--- config.mk ---
export PLATFORM = sky130hd
export DESIGN_NAME = uart_rx
export DESIGN_NICKNAME = d
export VERILOG_FILES = /design/src/rtl/uart_pkg.sv /design/src/rtl/uart_sync2.sv /design/src/rtl/uart_rx.sv
export SDC_FILE = /design/constraint.sdc
export NUM_CORES = 1
export LEC_CHECK = 0
export CAP_MARGIN = 20
export CORE_ASPECT_RATIO = 0.5
export CORE_MARGIN = 4
export CORE_UTILIZATION = 46
export DETAILED_ROUTE_END_ITERATION = 10
export HOLD_SLACK_MARGIN = 0.06
export PLACE_DENSITY = 0.66
export SYNTH_ARGS = -nofsm -noshare
export SYNTH_HDL_FRONTEND = slang
export SYNTH_SLANG_ARGS = --single-unit
--- constraint.sdc ---
create_clock -name clock -period 4.9 [get_ports clock]
set_clock_uncertainty 0.1 [all_clocks]
set_input_delay 1.47 -clock clock [delete_from_list [all_inputs] [get_ports clock]]
set_output_delay 1.47 -clock clock [all_outputs]
set_load 0.005 [all_outputs]
--- src/rtl/uart_pkg.sv ---
`default_nettype none
// ============================================================================
// Module      : uart_pkg
// Description : Types and defaults shared by the UART receiver and transmitter.
// Revision    : 1.0 - initial release
// ============================================================================
package uart_pkg;

    localparam int unsigned UART_DATA_BITS    = 8;
    localparam int unsigned UART_CLKS_PER_BIT = 208;

    typedef enum logic [2:0] {
        IDLE  = 3'd0,
        START = 3'd1,
        DATA  = 3'd2,
        STOP  = 3'd3,
        BREAK = 3'd4
    } uart_rx_state_t;

endpackage
`default_nettype wire

--- src/rtl/uart_sync2.sv ---
`default_nettype none
// ============================================================================
// Module      : uart_sync2
// Description : Two-flop synchronizer for a single asynchronous input.
// Revision    : 1.0 - initial release
// ============================================================================
module uart_sync2 #(
    parameter logic RESET_VAL = 1'b1
) (
    input  logic clk,
    input  logic rst,
    input  logic i_d,
    output logic o_q
);

    logic r_meta;
    logic r_sync;

    always_ff @(posedge clk) begin
        if (rst) begin
            r_meta <= RESET_VAL;
            r_sync <= RESET_VAL;
        end else begin
            r_meta <= i_d;
            r_sync <= r_meta;
        end
    end

    assign o_q = r_sync;

endmodule
`default_nettype wire

--- src/rtl/uart_rx.sv ---
`default_nettype none
// ============================================================================
// Module      : uart_rx
// Description : 8N1 UART receiver with mid-bit sampling and a one-entry
//               valid/ready holding register; framing/overrun error pulses.
// Revision    : 1.0 - initial release
// ============================================================================
module uart_rx
    import uart_pkg::*;
#(
    parameter int unsigned CLKS_PER_BIT = UART_CLKS_PER_BIT,
    parameter int unsigned DATA_BITS    = UART_DATA_BITS
) (
    input  logic                 clock,
    input  logic                 reset,
    input  logic                 uartRxPin,
    output logic [DATA_BITS-1:0] rxData,
    output logic                 rxValid,
    input  logic                 rxReady,
    output logic                 frameError,
    output logic                 overrun
);

    localparam int unsigned        c_cnt_w     = $clog2(CLKS_PER_BIT);
    localparam logic [c_cnt_w-1:0] c_half_last = c_cnt_w'(CLKS_PER_BIT / 2 - 1);
    localparam logic [c_cnt_w-1:0] c_bit_last  = c_cnt_w'(CLKS_PER_BIT - 1);
    localparam logic [2:0]         c_idx_last  = 3'(DATA_BITS - 1);

    if (DATA_BITS != 8) begin : g_bad_data_bits
        $error("uart_rx: DATA_BITS must be 8");
    end
    if (CLKS_PER_BIT < 4) begin : g_bad_clks_per_bit
        $error("uart_rx: CLKS_PER_BIT must be at least 4");
    end

    logic                 w_rxs;
    logic [c_cnt_w-1:0]   w_cnt_inc;

    uart_rx_state_t       r_state;
    logic [c_cnt_w-1:0]   r_cnt;
    logic [2:0]           r_idx;
    logic [DATA_BITS-1:0] r_shift;
    logic [DATA_BITS-1:0] r_data;
    logic                 r_valid;
    logic                 r_fe;
    logic                 r_ovr;

    uart_rx_state_t       w_state_nxt;
    logic [c_cnt_w-1:0]   w_cnt_nxt;
    logic [2:0]           w_idx_nxt;
    logic [DATA_BITS-1:0] w_shift_nxt;
    logic [DATA_BITS-1:0] w_data_nxt;
    logic                 w_valid_nxt;
    logic                 w_fe_nxt;
    logic                 w_ovr_nxt;
    logic                 w_deliver;

    uart_sync2 #(
        .RESET_VAL (1'b1)
    ) u_sync (
        .clk (clock),
        .rst (reset),
        .i_d (uartRxPin),
        .o_q (w_rxs)
    );

    assign w_cnt_inc = r_cnt + 1'b1;

    always_ff @(posedge clock) begin
        if (reset) begin
            r_state <= IDLE;
            r_cnt   <= '0;
            r_idx   <= '0;
            r_shift <= '0;
            r_data  <= '0;
            r_valid <= 1'b0;
            r_fe    <= 1'b0;
            r_ovr   <= 1'b0;
        end else begin
            r_state <= w_state_nxt;
            r_cnt   <= w_cnt_nxt;
            r_idx   <= w_idx_nxt;
            r_shift <= w_shift_nxt;
            r_data  <= w_data_nxt;
            r_valid <= w_valid_nxt;
            r_fe    <= w_fe_nxt;
            r_ovr   <= w_ovr_nxt;
        end
    end

    always_comb begin
        w_state_nxt = r_state;
        w_cnt_nxt   = r_cnt;
        w_idx_nxt   = r_idx;
        w_shift_nxt = r_shift;
        w_data_nxt  = r_data;
        w_valid_nxt = r_valid;
        w_fe_nxt    = 1'b0;
        w_ovr_nxt   = 1'b0;
        w_deliver   = 1'b0;

        case (r_state)
            IDLE: begin
                if (!w_rxs) begin
                    w_state_nxt = START;
                    w_cnt_nxt   = '0;
                end
            end
            START: begin
                // Half a bit in: a line that is high again was only a glitch.
                if (r_cnt == c_half_last) begin
                    w_cnt_nxt   = '0;
                    w_idx_nxt   = '0;
                    w_state_nxt = w_rxs ? IDLE : DATA;
                end else begin
                    w_cnt_nxt = w_cnt_inc;
                end
            end
            DATA: begin
                if (r_cnt == c_bit_last) begin
                    w_cnt_nxt   = '0;
                    w_shift_nxt = {w_rxs, r_shift[DATA_BITS-1:1]};
                    if (r_idx == c_idx_last) begin
                        w_state_nxt = STOP;
                    end else begin
                        w_idx_nxt = r_idx + 1'b1;
                    end
                end else begin
                    w_cnt_nxt = w_cnt_inc;
                end
            end
            STOP: begin
                if (r_cnt == c_bit_last) begin
                    w_cnt_nxt = '0;
                    if (w_rxs) begin
                        w_deliver   = 1'b1;
                        w_state_nxt = IDLE;
                    end else begin
                        w_fe_nxt    = 1'b1;
                        w_state_nxt = BREAK;
                    end
                end else begin
                    w_cnt_nxt = w_cnt_inc;
                end
            end
            BREAK: begin
                if (w_rxs) begin
                    w_state_nxt = IDLE;
                end
            end
            default: begin
                w_state_nxt = IDLE;
            end
        endcase

        // A pop in the delivery cycle frees the slot, so the new byte replaces it.
        if (w_deliver) begin
            if (!r_valid || rxReady) begin
                w_data_nxt  = r_shift;
                w_valid_nxt = 1'b1;
            end else begin
                w_ovr_nxt = 1'b1;
            end
        end else if (r_valid && rxReady) begin
            w_valid_nxt = 1'b0;
        end
    end

    assign rxData     = r_data;
    assign rxValid    = r_valid;
    assign frameError = r_fe;
    assign overrun    = r_ovr;

endmodule
`default_nettype wire
==> run summary <==
Seq/Total Area, Yosys = 44.6%
CTS Buf Count = 5
Leakage = 0.681 nW
layout cells sized above 1 = 12.1%
crit path time final = 2840 ps
DRT Pass-1 Iters = 4
run status = complete, no violations
setup total negative slack = 0 ps
total track usage = 14.9%
cell area after placement = 1720 um^2
starting density of the core = 50.2%
postcts setup bufs = 0
Detail Placement HPWL = 1.96 mm
I/O Buffers = 14
Max Cap Violations = 0
CTS Buffer Depth = 2
root buffer cell = clkbuf_8
GRT Residual Overflow = 0
Worst Path Arrival = 2960 ps
post-cts resize count = 0
DRC viols = 0
Slew @ Worst Pin = 763 ps
Routed WL per cell = 13.2 um
commonest non-fill, non-tap cell in the layout = dfxtp_1
Top Ports = 15
first-pass GRT wire length = 5.33 mm
worst hold start = u_sync.r_meta
worst path cell trace = clkdlybuf4s50_1, or3_2, o21ai_0
Synthesized Nets = 175
worst reg2reg path endpoint = r_idx[0]
Antenna diodes = 0
Endpoint, Worst Hold = u_sync.o_q
clk slew on worst S/H paths = 70 ps
Max-slew headroom = 49.0%
CP max stage delay = 750 ps
Die Ht = 49.3 um
via-per-instance ratio = 5.48
PD cells = 325 nW/um^2
Worst Path Max Fanout = 18
num rows = 14
vias in the first global route = 1,142
Netlist cell types = 45
DR vias = 1,216
Min-Delay Path Depth = 1
antenna viol nets, final = 0
design area = 1840 um^2
FF-to-FF Start = r_state[0]
final std cells w/o fill = 222
largest net degree at the start of global routing = 19
Fmax = 0.352 GHz
die area = 4480 um^2
FF-to-FF setup slack = 2710 ps
number of DRC markers in iteration 0 = 127
CP startpoint kind = input port
Syn Inst Count = 168
Final Slew Violations = 0
worst reg2reg path depth = 5
Final Cycle Share = 58.0%
CTS tree = built
post-synthesis cell area = 1570 um^2
Hold Vio Cnt, Final = 0
Synth Register Bits = 35
Final setup viols = 0
FILL cells = 275
antenna violations before repair = 0
Die W = 90.7 um
peak supply drop = 0.207 mV
critical path endpoint category = register
DRT Wirelength = 2.93 mm
Clk Latency, worst-skew pair = 280 ps
Hold Path Class = reg -> reg
H-tree levels = 2
CTS Hold Bufs = 0
core area = 3140 um^2
area grow syn2layout = 16.8%
Synth Area per Inst = 9.36 um^2
RSZ-0062 raised after global routing = false
slowest CP cell = clkdlybuf4s50_1
Syn. warnings = 0
most frequent cells in the layout = dfxtp_1 (35), nor2_1 (21), mux2i_1 (17), clkdlybuf4s50_1 (14), nand2_1 (11)
CP Class = in -> reg
# clock sinks = 35
hold slack = 316 ps
Final Wtd Congestion = 0.735
fin nets = 189
CP Data Required Time = 5010 ps
DP Cell Count = 214
critical path, delay by kind of cell:
family | cells | cell delay, ps
AOI/OAI and AO/OA | 1 | 130
buffers and inverters | 1 | 750
and+or+nand+nor | 1 | 590
worst max-delay path by stage:
stage / start / end / slack (ps) / cells after the start
final: reset / r_idx[0] / 2060 / 3
after global routing: reset / r_idx[1] / 1980 / 4
after CTS: reset / r_idx[0] / 2060 / 3
after detailed placement: reset / r_idx[0] / 1770 / 3
after global placement: reset / r_idx[0] / 1770 / 3
after floorplan: rxReady / rxData[0] / 2400 / 5
state kept, by name, indices dropped and copies added (netlist names):
| signal | count |
|---|---|
| r_shift | 8 |
| overrun | 1 |
| u_sync.r_meta | 1 |
| u_sync.o_q | 1 |
| rxData | 8 |
| r_idx | 3 |
| r_cnt | 8 |
| r_state | 3 |
| rxValid | 1 |
| frameError | 1 |
metrics by stage:
stage	setup WS, ps	power (W)	util, %
after floorplan	2400	0.000342	-
after global placement	1770	0.000352	54.9
after detailed placement	1770	0.000352	54.9
after CTS	2060	0.000604	58.3
after global routing	1980	0.000627	58.6
final	2060	0.000597	58.6
cells in the mapped netlist:
cell       count  share of area (%)
dfxtp_1       35                 45
nor2_1        21                5.0
mux2i_1       17                 11
nand2_1       11                2.6
a21oi_1       10                3.2
o21ai_0        5                1.6
o22ai_1        5                2.0
inv_1          4               0.95
nor3_1         4                1.3
buf_2          3               0.95
clkbuf_1       3               0.72
ha_1           3                2.4
nand3_1        3               0.95
nor4_1         3                1.2
o21a_1         3                1.4
o311ai_0       3                1.7
and2_1         2               0.80
buf_6          2                1.4
nor4b_1        2                1.1
o41ai_1        2                1.1
or2_2          2               0.80
or3_1          2               0.80
a21boi_1       1               0.48
a21o_2         1               0.56
a2bb2oi_1      1               0.56
a31o_2         1               0.56
a41oi_1        1               0.56
and2b_2        1               0.56
and3_1         1               0.40
and4bb_2       1               0.80
buf_4          1               0.48
clkbuf_2       1               0.32
nand2b_1       1               0.40
nand4b_1       1               0.56
nand4bb_1      1               0.72
o211a_1        1               0.64
o21ba_2        1               0.64
o21bai_1       1               0.48
o31a_1         1               0.56
or3_2          1               0.48
or3_4          1               0.72
or3b_1         1               0.56
or3b_2         1               0.56
or4_2          1               0.56
xor2_1         1               0.56
routing by layer:
metal	GRT usage, %	part of all wire (%)
met1	20.5	53
met2	20.4	41
met3	5.08	3.8
met4	7.36	1.5
met5	0	0
where the power goes:
group          internal (W)  leakage [nW]  switching [W]
registers          0.000290         0.283     0.00000599
clock network      0.000149        0.0502       0.000101
logic             0.0000221         0.348      0.0000297
total              0.000460         0.681       0.000137
cell type report:
class                      instances  area, um^2  share of cell area [%]
clock buffer                       5        68.8                    3.75
clock inverter                     2        37.5                    2.04
inverter                           4        15.0                   0.817
multi-input combinational        119         802                    43.7
sequential                        35         701                    38.1
tap                               40        50.0                    2.72
timing repair buffer              17         163                    8.86
cell families (layout without fill, tap and decap cells):
kind of cell,count (synthesis),in the layout,share of synthesized area [%]
flops,35,35,44.6
compound gates,37,37,16.0
simple gates,61,61,20.8
xor+xnor,1,1,0.557
fa+ha+maj,3,3,2.39
mux,17,17,10.8
buf+inv,14,28,4.85
No activity file was read; power rests on OpenSTA's default activity.
